[config.mk]
export PLATFORM = sky130hd
export DESIGN_NAME = collision_detector
export DESIGN_NICKNAME = d
export VERILOG_FILES = /design/src/rtl/collision_detector.sv
export SDC_FILE = /design/constraint.sdc
export NUM_CORES = 1
export LEC_CHECK = 0
export CAP_MARGIN = 40
export CORE_MARGIN = 2
export CORE_UTILIZATION = 50
export DETAILED_ROUTE_END_ITERATION = 8
export PLACE_DENSITY = 0.8
export SKIP_LAST_GASP = 1
export SLEW_MARGIN = 40
export SYNTH_ARGS = -nofsm -noshare
export SYNTH_HDL_FRONTEND = slang
export SYNTH_SLANG_ARGS = --single-unit
[constraint.sdc]
create_clock -name clk_in -period 3 [get_ports clk_in]
set_input_delay 0.3 -clock clk_in [delete_from_list [all_inputs] [get_ports clk_in]]
set_output_delay 0.3 -clock clk_in [all_outputs]
set_load 0.02 [all_outputs]
[src/rtl/collision_detector.sv]
// rtl/collision_detector.sv - per-frame player/obstacle overlap scan with lives and grace tracking
// Slot i of obstacles_in is bits [16*i +: 16] = {active, lane[1:0], position[10:0], sprite_type[1:0]}.
module collision_detector #(
    parameter logic [10:0] PLAYER_X       = 11'd128,
    parameter logic [10:0] PLAYER_WIDTH   = 11'd32,
    parameter logic [10:0] OBSTACLE_WIDTH = 11'd64,
    parameter logic [1:0]  START_LIVES    = 2'd3,
    parameter logic [5:0]  GRACE_FRAMES   = 6'd60
) (
    input  logic         clk_in,
    input  logic         rst_in,
    input  logic         game_reset,
    input  logic         frame_trigger,
    input  logic [159:0] obstacles_in,
    input  logic [1:0]   lane_in,
    input  logic         jump_in,
    output logic         collision_out,
    output logic [3:0]   hit_index,
    output logic [1:0]   lives_out,
    output logic         game_over,
    output logic         busy
);

    localparam int         SLOT_W    = 16;
    localparam logic [3:0] LAST_SLOT = 4'd9;

    // Overlap window on the obstacle right edge, widened to 12 bits so the sum cannot wrap.
    localparam logic [11:0] HIT_LO = {1'b0, PLAYER_X};
    localparam logic [11:0] HIT_HI = {1'b0, PLAYER_X} + {1'b0, PLAYER_WIDTH} + {1'b0, OBSTACLE_WIDTH};

    typedef enum logic [2:0] {
        S_IDLE,
        S_CAPTURE,
        S_SCAN,
        S_RESOLVE,
        S_DEAD
    } state_t;

    state_t         r_state;
    state_t         w_state_next;

    logic [159:0]   r_snap_obs;
    logic [1:0]     r_snap_lane;
    logic           r_snap_jump;
    logic [3:0]     r_scan_idx;
    logic           r_hit_found;
    logic [3:0]     r_hit_slot;
    logic [5:0]     r_grace;
    logic [1:0]     r_lives;
    logic           r_collision;
    logic [3:0]     r_hit_index;
    logic           r_game_over;

    logic           w_reset;
    logic [SLOT_W-1:0] w_slot;
    logic [11:0]    w_pos12;
    logic           w_slot_hit;
    logic           w_count_hit;
    logic [1:0]     w_lives_after;

    assign w_reset = rst_in | game_reset;

    assign w_slot  = r_snap_obs[{r_scan_idx, 4'b0000} +: SLOT_W];
    assign w_pos12 = {1'b0, w_slot[12:2]};

    // Ground-level sprites (sprite_type[1] == 0) are cleared by jumping.
    assign w_slot_hit = w_slot[15]
                     && (w_slot[14:13] == r_snap_lane)
                     && (w_pos12 > HIT_LO)
                     && (w_pos12 < HIT_HI)
                     && !(!w_slot[1] && r_snap_jump);

    assign w_count_hit = (r_state == S_RESOLVE) && r_hit_found
                      && (r_grace == 6'd0) && (r_lives != 2'd0);

    assign w_lives_after = w_count_hit ? (r_lives - 2'd1) : r_lives;

    always_ff @(posedge clk_in) begin
        if (w_reset) begin
            r_state <= S_IDLE;
        end else begin
            r_state <= w_state_next;
        end
    end

    always_comb begin
        w_state_next = r_state;
        case (r_state)
            S_IDLE: begin
                if (frame_trigger) begin
                    w_state_next = S_CAPTURE;
                end
            end
            S_CAPTURE: begin
                w_state_next = S_SCAN;
            end
            S_SCAN: begin
                if (r_scan_idx == LAST_SLOT) begin
                    w_state_next = S_RESOLVE;
                end
            end
            S_RESOLVE: begin
                if (w_lives_after == 2'd0) begin
                    w_state_next = S_DEAD;
                end else begin
                    w_state_next = S_IDLE;
                end
            end
            S_DEAD: begin
                w_state_next = S_DEAD;
            end
            default: begin
                w_state_next = S_IDLE;
            end
        endcase
    end

    always_ff @(posedge clk_in) begin
        if (w_reset) begin
            r_snap_obs  <= '0;
            r_snap_lane <= 2'd0;
            r_snap_jump <= 1'b0;
            r_scan_idx  <= 4'd0;
            r_hit_found <= 1'b0;
            r_hit_slot  <= 4'd0;
            r_grace     <= 6'd0;
            r_lives     <= START_LIVES;
            r_collision <= 1'b0;
            r_hit_index <= 4'd0;
            r_game_over <= 1'b0;
        end else begin
            r_collision <= w_count_hit;
            case (r_state)
                S_IDLE: begin
                    if (frame_trigger && (r_grace != 6'd0)) begin
                        r_grace <= r_grace - 6'd1;
                    end
                end
                S_CAPTURE: begin
                    r_snap_obs  <= obstacles_in;
                    r_snap_lane <= lane_in;
                    r_snap_jump <= jump_in;
                    r_scan_idx  <= 4'd0;
                    r_hit_found <= 1'b0;
                    r_hit_slot  <= 4'd0;
                end
                S_SCAN: begin
                    // First hit wins; later slots of the same scan are ignored.
                    if (w_slot_hit && !r_hit_found) begin
                        r_hit_found <= 1'b1;
                        r_hit_slot  <= r_scan_idx;
                    end
                    r_scan_idx <= r_scan_idx + 4'd1;
                end
                S_RESOLVE: begin
                    if (w_count_hit) begin
                        r_hit_index <= r_hit_slot;
                        r_lives     <= w_lives_after;
                        r_grace     <= GRACE_FRAMES;
                    end
                    if (w_lives_after == 2'd0) begin
                        r_game_over <= 1'b1;
                    end
                end
                default: begin
                end
            endcase
        end
    end

    assign collision_out = r_collision;
    assign hit_index     = r_hit_index;
    assign lives_out     = r_lives;
    assign game_over     = r_game_over;
    assign busy          = (r_state == S_CAPTURE) || (r_state == S_SCAN) || (r_state == S_RESOLVE);

endmodule
==> run metrics <==
outcome=finished, final reports clean; routed via count=6,753; VDD IR max=0.435 mV; gr usage total=0.245; Int Power=3.98 mW; Fin Setup TNS=0 ns; FF-to-FF path depth=9; Seq cells post-synth=179; CTS sink cnt=179; Hold Crit Endpoint=r_snap_obs[117]; Critical R2R Capture=r_hit_slot[2]; initial antenna violation count=0; Worst Setup End Kind=flop; routed length per instance=15.6 um; ANT cells=0; Crit Reg-Reg Startpoint=r_scan_idx[2]; GRT met2 Usage=0.410; setup bufs post-CTS=0; Clock Path Buffers=2; synthesized area=7470 sq um; total clock buffers created by CTS=17; multi-input logic area=3530 sq um; register area=3580 sq um; WL final=19,500 um; fill count=1,211; fin. max-slew vios=0; hold buffer count at CTS=0; drt drc=0; Die H=126 um; Leak Pwr=3.27 nW; hold path startpoint=obstacles_in[117]; first-pass GRT wire length=31,200 um; Slew HR=0.477; count of input and output buffers=165; die area=15,900 sq um; Yosys cell types=64; gr ovfl total=0; global routing's busiest layer=met2; Gate power share=0.082; ys async rst share=0; flop-to-flop setup slack=0.26 ns; crit path DAT=3.02 ns; RePlAce Congestion=0.914; DRT Pass-1 Iters=5; io pins=176; Max FO, Critical Path=16; critical path class=reg -> reg; pwr dens=519 nW/um^2; Psw=1.13 mW; row count=44; Min-Delay Path Class=in -> reg; Cells after Synth=921; met3 Resource Use GR=0.0510; Synth-to-Final Area Change=31.8%; vias in the first global route=6,360; Final Cycle Share=0.913; later-pin clock latency in the skew report=0.43 ns; CTS tree=done; chip width=126 um; Clock Tree Root=clkbuf_16; clock network fraction of design power=0.444; Floorplan Core Area=14,500 sq um; Switching Share=0.221; post-DP HPWL=13,600 um; nets@finish=1,224; Worst Path Required=3.28 ns; CTS H-Tree Depth=4; max-cap viol count=0; DR iter-0 viols=506; Final Hold Fails=0; Seq pwr share=0.474; synth warn=0; fmax=365 MHz; fraction of layout cells with a size suffix above 1=0.0695; Worst-path clk slew=0.07 ns; Hold Path Stages=3; Initial Util=0.514; crit start category=flop; Avg Cell Area, Syn=8.11 sq um; RSZ-0062 raised after global routing=false; Post-synth EDFFs=0; Tightest Pin Transition=0.784 ns; Top FF cell, synth=dfxtp_1; pin count of the biggest net entering global routing=84; syn nets=1,093; GR Util met1=0.319; placed cell count=1,217; Seq/Total Area, Yosys=0.480; crit path time final=2.74 ns; setup violators final=0; Power Total=5.11 mW; final std cells w/o fill=1,249; Vias/cell=5.41; post-CTS sizing=0; clock skew=0.0101 ns; ANT nets after route=0
==> cells by family (layout without fill, tap and decap cells) <==
logic type / Yosys count / count (layout) / share of synthesized area
compound gates: 218 / 218 / 0.165
xor+xnor: 7 / 7 / 0.00821
fa+ha+maj: 5 / 5 / 0.00838
buf+inv: 79 / 223 / 0.0486
flops: 179 / 179 / 0.480
mux: 30 / 30 / 0.0644
simple gates: 403 / 403 / 0.226
==> state kept, by name, summed over array words and instances, names as in the netlist, 2 cells and up <==
register and flops:
r_hit_slot 4, r_state 3, r_snap_lane 2, lives_out 2, r_grace 6, r_scan_idx 4, hit_index 4, r_snap_obs 150
==> cells in the mapped netlist (2+ instances only) <==
cell	count	share of area
mux2i_1	15	0.020
buf_6	4	0.0060
nand3_1	4	0.0027
nor4_1	11	0.0092
buf_4	3	0.0030
o21ai_0	7	0.0047
inv_1	8	0.0040
nor3b_2	2	0.0034
ha_1	5	0.0084
nand4_1	3	0.0025
and2_1	2	0.0017
nor3_1	11	0.0074
or2_2	3	0.0025
mux4_1	4	0.014
nor2b_1	5	0.0042
or3_1	2	0.0017
a21oi_1	175	0.12
a211oi_1	3	0.0030
mux4_2	9	0.027
clkbuf_1	56	0.028
nor2_1	24	0.012
mux2_2	2	0.0030
xor2_1	3	0.0035
or4_1	4	0.0040
a22o_1	2	0.0023
o211ai_1	6	0.0060
a31oi_1	3	0.0025
buf_2	7	0.0047
dfxtp_1	179	0.48
a22oi_1	3	0.0030
xnor2_1	4	0.0047
nand2_1	319	0.16
nand2b_1	2	0.0017
==> cells in the final DEF (no fill, tap or decap), types with 4 or more instances in the layout <==
cell / n
or4_1: 4
buf_4: 12
inv_1: 8
nand3_1: 4
clkdlybuf4s50_1: 165
mux2i_1: 15
ha_1: 5
dfxtp_1: 178
mux4_1: 4
o21ai_0: 7
o211ai_1: 6
buf_12: 6
nor3_1: 11
clkbuf_16: 17
a21oi_1: 175
mux4_2: 9
nand2_1: 319
nor4_1: 11
nor2b_1: 5
xnor2_1: 4
nor2_1: 24
==> worst max-delay path by stage <==
| stage | start | to | slack, ns |
|---|---|---|---|
| 6_report | r_scan_idx[2] | r_hit_slot[2] | 0.26 |
| 5_1_grt | r_scan_idx[2] | r_hit_slot[0] | 0.04 |
| 4_1_cts | r_scan_idx[2] | r_hit_slot[3] | 0.27 |
| 3_3_place_gp | r_scan_idx[2] | r_hit_slot[3] | 0.37 |
| 2_1_floorplan | r_scan_idx[0] | r_hit_slot[3] | 0.89 |
| 3_5_place_dp | r_scan_idx[2] | r_hit_slot[3] | 0.30 |
==> worst max-delay path, stage by stage (launching register included) <==
cell       delay, ns
dfxtp_1         0.56
buf_4           0.29
or3b_1          0.37
buf_4           0.17
o21ai_0         0.21
a21oi_1         0.10
a2111oi_4       0.32
nand4_1         0.25
o211ai_1        0.23
a21oi_1         0.08
==> cell type report <==
| cell class | instances | share of cell area |
|---|---|---|
| clock buffers | 20 | 0.0454 |
| flip-flops and latches | 179 | 0.364 |
| multi-input cells | 663 | 0.359 |
| clock inverters | 12 | 0.0156 |
| well taps | 184 | 0.0234 |
| repair buffers | 183 | 0.189 |
| inverters | 8 | 0.00305 |
==> stage by stage <==
stage	setup slack (ns)	hold slack [ns]	area (sq um)	utilization
floorplan	0.892	0.398	7470	-
global placement	0.367	0.439	9240	0.636
detailed placement	0.296	0.444	9240	0.636
CTS	0.274	0.403	9840	0.677
global route	0.0433	0.409	9840	0.677
finish	0.262	0.413	9840	0.677
==> routing by layer <==
metal,up-vias,share of wire
met4,0,0.016
met1,3183,0.45
met2,164,0.49
met5,-,0
met3,23,0.044
li1,3383,-
==> power groups by stage <==
stage	Combinational [mW]	Clock [mW]	Sequential [mW]
floorplan	0.159	0	2.47
detailed placement	0.418	0	2.48
CTS	0.421	2.29	2.42
global placement	0.416	0	2.48
global route	0.455	2.39	2.42
finish	0.420	2.27	2.42
Note: power is estimated with default switching activity, not from simulation.
